$ cat src/rtl/b2_rr_arb_3_1_pkg.sv
// Shared types and constants for the 3:1 round-robin arbiter.
package b2_arb_pkg;

  localparam int N_REQ = 3;

  typedef logic [1:0] idx_t;

  localparam idx_t REQ0 = 2'd0;
  localparam idx_t REQ1 = 2'd1;
  localparam idx_t REQ2 = 2'd2;

  typedef enum logic {
    ST_EMPTY = 1'b0,
    ST_FULL  = 1'b1
  } state_t;

  // Modulo-3 increment; the unused code 3 folds onto REQ0.
  function automatic idx_t wrap_inc(input idx_t i);
    return (i >= REQ2) ? REQ0 : idx_t'(i + 2'd1);
  endfunction

endpackage

$ cat src/rtl/b2_rr_arb_3_1_if.sv
// Requester/sink bundle of the arbiter; slave is the arbiter side.
interface b2_rr_arb_3_1_if;
  import b2_arb_pkg::*;

  logic [N_REQ-1:0] req;
  logic [1:0]       d0;
  logic [1:0]       d1;
  logic [1:0]       d2;
  logic [N_REQ-1:0] ack;
  logic [1:0]       y;
  logic             y_valid;
  logic             y_ready;
  idx_t             sel;

  modport master (
    output req, d0, d1, d2, y_ready,
    input  ack, y, y_valid, sel
  );

  modport slave (
    input  req, d0, d1, d2, y_ready,
    output ack, y, y_valid, sel
  );

endinterface

$ cat src/rtl/b2_rr_arb_3_1_pick.sv
// Rotate-and-priority picker: searches last+1, last+2, last (mod 3).
module b2_rr_pick_3
  import b2_arb_pkg::*;
(
  input  logic [N_REQ-1:0] req,
  input  idx_t             last,
  output idx_t             g,
  output logic             any
);

  idx_t p0;
  idx_t p1;
  idx_t p2;

  always_comb begin
    p0  = wrap_inc(last);
    p1  = wrap_inc(p0);
    p2  = wrap_inc(p1);
    any = |req;
    g   = p0;
    if (req[p0])      g = p0;
    else if (req[p1]) g = p1;
    else if (req[p2]) g = p2;
  end

endmodule

$ cat src/rtl/b2_rr_arb_3_1.sv
// Round-robin 3:1 arbiter with a single registered 2-bit output stage.
//   state    | meaning
//   ST_EMPTY | y holds no unconsumed word (y_valid=0)
//   ST_FULL  | y holds a word waiting for y_ready (y_valid=1)
module b2_rr_arb_3_1
  import b2_arb_pkg::*;
#(
  parameter idx_t RESET_LAST = 2'd2
) (
  input logic            clk,
  input logic            rst_n,
  b2_rr_arb_3_1_if.slave bus
);

  state_t           state;
  idx_t             last;
  idx_t             sel_q;
  logic [1:0]       y_q;
  idx_t             g;
  logic             any;
  logic             load;
  logic [1:0]       mux_d;
  logic [N_REQ-1:0] ack_c;

  b2_rr_pick_3 u_pick (
    .req  (bus.req),
    .last (last),
    .g    (g),
    .any  (any)
  );

  assign load = any && ((state == ST_EMPTY) || bus.y_ready);

  // Gated by rst_n so no requester sees a grant while reset is held.
  always_comb begin
    ack_c = '0;
    if (load && rst_n) ack_c[g] = 1'b1;
  end

  always_comb begin
    case (g)
      REQ0:    mux_d = bus.d0;
      REQ1:    mux_d = bus.d1;
      REQ2:    mux_d = bus.d2;
      default: mux_d = 2'b00;
    endcase
  end

  always_ff @(posedge clk or negedge rst_n) begin
    if (!rst_n) begin
      state <= ST_EMPTY;
      y_q   <= 2'b00;
      sel_q <= REQ0;
      last  <= RESET_LAST;
    end else begin
      case (state)
        ST_EMPTY: begin
          if (load) begin
            y_q   <= mux_d;
            sel_q <= g;
            last  <= g;
            state <= ST_FULL;
          end
        end
        ST_FULL: begin
          if (load) begin
            y_q   <= mux_d;
            sel_q <= g;
            last  <= g;
          end else if (bus.y_ready) begin
            state <= ST_EMPTY;
          end
        end
        default: state <= ST_EMPTY;
      endcase
    end
  end

  assign bus.ack     = ack_c;
  assign bus.y       = y_q;
  assign bus.y_valid = (state == ST_FULL);
  assign bus.sel     = sel_q;

endmodule

$ cat src/flat_wrapper.sv
// flat-port wrapper written by rule: the top's interface ports become plain ports
module b2_rr_arb_3_1_flat import b2_arb_pkg::*;
#(
  parameter idx_t RESET_LAST = 2'd2
)
  (clk, rst_n, bus_req, bus_d0, bus_d1, bus_d2, bus_y_ready, bus_ack, bus_y, bus_y_valid, bus_sel);
  b2_rr_arb_3_1_if bus_i ();
  input logic clk;
  input logic rst_n;
  input wire logic [$bits(bus_i.req)-1:0] bus_req;
  input wire logic [$bits(bus_i.d0)-1:0] bus_d0;
  input wire logic [$bits(bus_i.d1)-1:0] bus_d1;
  input wire logic [$bits(bus_i.d2)-1:0] bus_d2;
  input wire logic [$bits(bus_i.y_ready)-1:0] bus_y_ready;
  output wire logic [$bits(bus_i.ack)-1:0] bus_ack;
  output wire logic [$bits(bus_i.y)-1:0] bus_y;
  output wire logic [$bits(bus_i.y_valid)-1:0] bus_y_valid;
  output wire logic [$bits(bus_i.sel)-1:0] bus_sel;
  assign bus_i.req = bus_req;
  assign bus_i.d0 = bus_d0;
  assign bus_i.d1 = bus_d1;
  assign bus_i.d2 = bus_d2;
  assign bus_i.y_ready = bus_y_ready;
  assign bus_ack = bus_i.ack;
  assign bus_y = bus_i.y;
  assign bus_y_valid = bus_i.y_valid;
  assign bus_sel = bus_i.sel;
  b2_rr_arb_3_1 #(.RESET_LAST(RESET_LAST)) u_core (.clk(clk), .rst_n(rst_n), .bus(bus_i));
endmodule
$ cat config.mk
export PLATFORM = sky130hd
export DESIGN_NAME = b2_rr_arb_3_1_flat
export DESIGN_NICKNAME = d
export VERILOG_FILES = /design/src/rtl/b2_rr_arb_3_1_pkg.sv /design/src/rtl/b2_rr_arb_3_1_if.sv /design/src/rtl/b2_rr_arb_3_1_pick.sv /design/src/rtl/b2_rr_arb_3_1.sv /design/src/flat_wrapper.sv
export SDC_FILE = /design/constraint.sdc
export NUM_CORES = 1
export LEC_CHECK = 0
export ABC_AREA = 1
export BUFFER_PORTS_ARGS = -buffer_cell sky130_fd_sc_hd__buf_4
export CAP_MARGIN = 5
export CORE_AREA = 2 2 39 41
export CTS_CLUSTER_DIAMETER = 50
export CTS_CLUSTER_SIZE = 28
export DETAILED_ROUTE_END_ITERATION = 7
export DIE_AREA = 0 0 41 43
export HOLD_SLACK_MARGIN = 0.15
export PLACE_DENSITY = 0.64
export SYNTH_ARGS = -nofsm -noshare
export SYNTH_HDL_FRONTEND = slang
export SYNTH_SLANG_ARGS = --single-unit
$ cat constraint.sdc
create_clock -name clk -period 2.05 [get_ports clk]
set_input_delay 0.1025 -clock clk [delete_from_list [all_inputs] [get_ports clk]]
set_output_delay 0.1025 -clock clk [all_outputs]
set_load 0.05 [all_outputs]
[Word level (Yosys, flattened, before mapping)]
Cells that the tools add are included.
Operators by class
  shift operators: 0
  reductions and logical operators: 6
  $add $sub $neg: 3
  mux-type cells: 22
  equal/unequal tests: 2
  bitwise logic cells: 1
  multipliers: 0
  divide/modulo/power cells: 0
  $lt $le $gt $ge: 8
Operators with widths (number)
  2-bit two-way mux: 8
  2-bit by 3-bit less-than comparator with 1-bit output (second input constant): 4
  1-bit two-way mux: 7
  2-bit by 1-bit adder with 2-bit output (second input constant): 3
  1-bit binary-select mux with 2-bit select: 3
  2-bit greater-or-equal comparator (second input constant): 3
  2-bit case mux with 3 select lines: 1
  1-bit logical AND: 3
  3-bit two-way mux: 1
  3-bit OR reduction: 1
  1-bit demux with 2-bit select: 1
  2-bit by 1-bit equality test with 1-bit output (second input constant): 1
  2-bit equality test (second input constant): 1
  2-bit by 1-bit greater-or-equal comparator with 1-bit output (second input constant): 1
  2-bit zero test: 1
  1-bit case mux with 2 select lines: 1
  1-bit logical OR: 1
  1-bit NOT: 1
Word-level totals
  memories kept: 0
  input bits: 12
  bits in read-only memories: 0
  logic and storage cells: 46
  bits in registers: 7
  latch bits: 0
  bits in writable memories: 0

[Logic depth before layout (Yosys ltp)]
  word-level depth: 16
  gate-level depth with buffers: 14
  mapped depth without buffers: 14

[By module]
Synthesis repeated with hierarchy kept, for this count alone.
Second synthesis, totals
  cells, all modules: 74
  area, all modules: 469.2 um^2
By module, submodules not included
  b2_rr_arb_3_1: cells each 42, area each 322.8 um^2, times used 1, seq. area each 151.4 um^2
  b2_rr_pick_3: cells each 32, area each 146.4 um^2, times used 1, seq. area each 0.0 um^2

[Worst setup path before layout]
OpenSTA, ideal clock, no wires.
  kind: reg2out
  start: register u_core.state (netlist: u_core.bus.y_valid)
  end: output port bus_ack[0]
  arrival time: 2.237 ns
  path buffers: 0
  path slack: -0.290 ns
  cell stages (with the launch flop): 6
  cell sequence: dfrtp_1 inv_1 nor2_1 nor2_1 nand2_1 nor3_1
On the way
  longest elaborated chain between the ends: 5
RTL lines
  from (decl): line b2_rr_arb_3_1.sv:15  | state_t state;
  from (signal assigned): line b2_rr_arb_3_1.sv:51  | state <= ST_EMPTY;
  from (signal assigned): line b2_rr_arb_3_1.sv:62  | state <= ST_FULL;
  from (signal assigned): line b2_rr_arb_3_1.sv:71  | state <= ST_EMPTY;
  1-bit NOT: line b2_rr_arb_3_1.sv:32  | assign load = any && ((state == ST_EMPTY) || bus.y_ready);
  1-bit logical OR: line b2_rr_arb_3_1.sv:32
  1-bit logical AND: line b2_rr_arb_3_1.sv:32
  1-bit logical AND: line b2_rr_arb_3_1.sv:37  | if (load && rst_n) ack_c[g] = 1'b1;
  3-bit two-way mux: line b2_rr_arb_3_1.sv:37
  to (decl): line flat_wrapper.sv:15  | output wire logic [$bits(bus_i.ack)-1:0] bus_ack;
Every way passes these cells.

[Final worst setup path]
  start: register u_core.last[1]
  end: output port bus_ack[0]
On the way
  longest elaborated chain between the ends: 16
RTL lines
  from (decl): line b2_rr_arb_3_1.sv:16  | idx_t last;
  from (signal assigned): line b2_rr_arb_3_1.sv:61  | last <= g;
  from (signal assigned): line b2_rr_arb_3_1.sv:69  | last <= g;
  2-bit by 1-bit adder with 2-bit output / 2-bit greater-or-equal comparator (equally long branches): line b2_rr_arb_3_1_pkg.sv:19  | return (i >= REQ2) ? REQ0 : idx_t'(i + 2'd1);
  2-bit two-way mux (*): line b2_rr_arb_3_1_pkg.sv:19
  2-bit by 1-bit adder with 2-bit output / 2-bit greater-or-equal comparator (equally long branches): line b2_rr_arb_3_1_pkg.sv:19
  2-bit two-way mux: line b2_rr_arb_3_1_pkg.sv:19
  2-bit by 1-bit adder with 2-bit output / 2-bit greater-or-equal comparator (equally long branches): line b2_rr_arb_3_1_pkg.sv:19
  2-bit two-way mux: line b2_rr_arb_3_1_pkg.sv:19
  1-bit binary-select mux with 2-bit select: line b2_rr_arb_3_1_pick.sv:23  | else if (req[p2]) g = p2;
  1-bit two-way mux (implied by the code): line b2_rr_arb_3_1_pick.sv:23
  2-bit two-way mux: line b2_rr_arb_3_1_pick.sv:23
  2-bit two-way mux: line b2_rr_arb_3_1_pick.sv:22  | else if (req[p1]) g = p1;
  2-bit two-way mux (*): line b2_rr_arb_3_1_pick.sv:21  | if (req[p0]) g = p0;
  2-bit by 3-bit less-than comparator with 1-bit output (implied by the code) / 2-bit by 1-bit greater-or-equal comparator with 1-bit output (equally long branches): line b2_rr_arb_3_1.sv:37
  1-bit logical AND (implied by the code): line b2_rr_arb_3_1.sv:37
  1-bit two-way mux (implied by the code): line b2_rr_arb_3_1.sv:37
  1-bit demux with 2-bit select (*)
  3-bit two-way mux (*): line b2_rr_arb_3_1.sv:37
Every way passes the cells marked *; elsewhere a longest branch is shown, timed or not. The select of a mux whose other input is x is not followed.

==> run_results.csv <==
group,metric,value,unit
power_and_ir_drop,combPwrFrac,0.661,
worst_hold_path,holdCritPathClass,"in2async",
cts,clkSinkCount,6,
cts,clock_latency,0.26,ns
floorplanning,fp.dieH,43,um
logic_synthesis,synth_warnings,0,
logic_synthesis,ys_async_sr_fraction,1.00,
setup_path,r2r_start,"u_core.last[1]",
routing,vias,506,
logic_synthesis,synth_nets,85,
timing,rsz0062_at_grt,"no",
routing,detail-route-antenna-nets,0,
timing,slew_viol_final,0,
logic_synthesis,synth.cell_area,433,sq um
cts,htree_num_levels,1,
logic_synthesis,yosys-top-cells-area,"nand2_1 (32%), dfrtp_1 (29%), dfstp_2 (6.1%), inv_1 (6.1%), nor2_1 (5.2%)",
setup_path,critPathCapture,"bus_ack[0]",
routing,drc_errors,0,
setup_path,cp.required,1.95,ns
routing,vias_per_cell,4.32,
global_route,first_global_vias,443,
timing,period_share,0.909,
logic_synthesis,seq_area_frac_synth,0.350,
power_and_ir_drop,pwr-share-clk,0.129,
final_layout,drive_gt1_frac,0.297,
placed_design,gp_congestion,0.697,
logic_synthesis,yosysTopAreaCellShare,0.321,
power_and_ir_drop,p_leak,0.000386,uW
cts,clk_pin_slew_worst_paths,0.05,ns
global_route,gr-usage-all-layers,0.147,
logic_synthesis,synth_cell_types,14,
final_layout,nets,114,
setup_path,setup.worst_path.start_class,"flop",
timing,slew-limit-headroom,0.830,
floorplanning,die_area,0.00176,sq mm
setup_path,crit_arrival,1.76,ns
final_layout,fin_util,0.489,
routing,drtPass1Iterations,4,
routing,drtIter0Drc,9,
final_layout,nFillCells,145,
power_and_ir_drop,fin_total_pwr,964,uW
global_route,overflow,0,
setup_path,path_max_fanout,5,
setup_path,r2r.worst_path.cells,13,
flow_run,max_cap_viol_count,0,
logic_synthesis,yosys.area.top_type,"nand2_1",
power_and_ir_drop,switchingPower,521,uW
placed_design,io_buffer_count,19,
floorplanning,core_area,0.00138,sq mm
final_layout,multi_input_area,249,sq um
timing,fin_skew,0.0109,ns
floorplanning,start_util,0.313,
logic_synthesis,yosysMostFrequentCell,"nand2_1",
setup_path,reg2reg_to,"u_core.bus.y[0]",
setup_path,end_kind,"output pin",
power_and_ir_drop,power_frac_seq,0.210,
final_layout,num_antenna_cells,0,
power_and_ir_drop,power_density,1420,mW/mm^2
final_layout,areaGrowthSynthToFinish,56.4,%
status,status,"completed",
setup_path,crit_start,"u_core.last[1]",
logic_synthesis,ys_top_cells_by_count,"nand2_1 (37), inv_1 (7), nor2_1 (6)",
power_and_ir_drop,p_sw_frac,0.540,
placed_design,place_area,601,sq um
global_route,grt_max_degree,8,
setup_path,path_class,"reg2out",
timing,setup-tns-final,0,ns
timing,max_freq,537,MHz
logic_synthesis,ys_seq_elements,6,
logic_synthesis,synth_enable_flop_cells,0,
timing,tightestPinTransition,0.252,ns
floorplanning,rows,14,
timing,setup_viol,0,
power_and_ir_drop,vdd_drop_max,0.763,mV
floorplanning,die_w,41,um
global_route,antenna_found_initial,0,
final_layout,regArea,151,sq um
floorplanning,ios,20,
cts,cts_root_buf,"clkbuf_4",
cts,cts_buffer_depth,2,
setup_path,r2r_slack,0.50,ns
final_layout,final_area,677,sq um
global_route,grt_first_pass_wirelength,1690,um
routing,wire_per_inst,9.56,um
cts,cts_buffers,3,
timing,min_period,1.86,ns
timing,finalHoldViolations,0,
logic_synthesis,synth_cells,73,
logic_synthesis,ys.flop_type,"dfrtp_1",
routing,drt_wl_total,1120,um
logic_synthesis,syn_avg_cell_area,5.93,sq um
power_and_ir_drop,intPower,443,uW
placed_design,hpwl,831,um
cts,cts_tree,"done",
[critical path: stages, from the launching register on]
cell	delay [ns]
dfstp_2	0.56
inv_2	0.06
nand2_1	0.10
o21ai_0	0.11
o21ai_2	0.18
nand2_2	0.11
nor3_2	0.17
buf_4	0.22
[stage by stage]
stage	std cells	hold WS, ns	worst slack [ns]
after CTS	117	0.183	0.180
after floorplan	73	-0.193	0.0171
after detailed placement	108	-0.0814	0.448
final	117	0.195	0.187
after global routing	117	0.180	0.0818
after global placement	108	-0.0836	0.470
[layer usage]
layer  track usage  wire [um]  part of all wire
met5             0          0                 0
met2         0.228        550              0.49
met1         0.179        497              0.44
met4        0.0800         25             0.022
met3        0.0314         46             0.041
[kinds of logic (layout without fill, tap and decap cells)]
group	count (synthesis)	after routing	synth area share
AOI/OAI and AO/OA	7	7	0.0896
and+or+nand+nor	51	51	0.474
DFF	6	6	0.350
buffers and inverters	9	37	0.0867
[final cells by class]
class / count / share of cell area
multi-input cells: 58 / 0.368
repair buffers: 25 / 0.296
flip-flops and latches: 6 / 0.224
inverters: 8 / 0.0444
clock buffers: 4 / 0.0388
well taps: 16 / 0.0296
[registers in the layout, indices dropped and copies added, names as in the netlist]
name / count
u_core.bus.sel: 2
u_core.bus.y: 2
u_core.bus.y_valid: 1
u_core.last: 1
[worst min-delay path by stage]
stage                              endpoint  slack (ns)  cells after the start
final                       u_core.bus.y[0]        0.20                      2
after global routing        u_core.bus.y[0]        0.18                      2
after CTS                 u_core.bus.sel[1]        0.18                      2
after detailed placement    u_core.bus.y[1]       -0.08                      1
after global placement      u_core.bus.y[1]       -0.08                      1
after floorplan           u_core.bus.sel[0]       -0.19                      0
[power by group through the flow]
stage / combinational (uW) / clock (uW) / sequential, uW
after global routing: 697 / 137 / 210
after detailed placement: 632 / 0 / 204
final: 637 / 124 / 203
after CTS: 641 / 128 / 204
after global placement: 631 / 0 / 204
after floorplan: 391 / 0 / 298
[repair_timing]
action,4_1_cts,5_1_grt
hold endpoints to repair,9,0
hold buffers,5,0
resized for setup,0,0
buffers inserted,0,0
[placed cells by master, fill, tap and decap left out]
| cell type | instances |
|---|---|
| nor2_2 | 1 |
| nor3_2 | 1 |
| dlygate4sd3_1 | 5 |
| nor2_1 | 6 |
| clkbuf_1 | 1 |
| dfstp_2 | 1 |
| inv_1 | 7 |
| nand3_1 | 3 |
| clkbuf_4 | 3 |
| nor3_1 | 1 |
| inv_2 | 1 |
| o21ai_2 | 1 |
| nand2_1 | 37 |
| o21ai_0 | 4 |
| dfrtp_1 | 5 |
| nand2_2 | 2 |
| buf_4 | 20 |
| a21oi_1 | 2 |
Note: power is estimated with default switching activity, not from simulation.
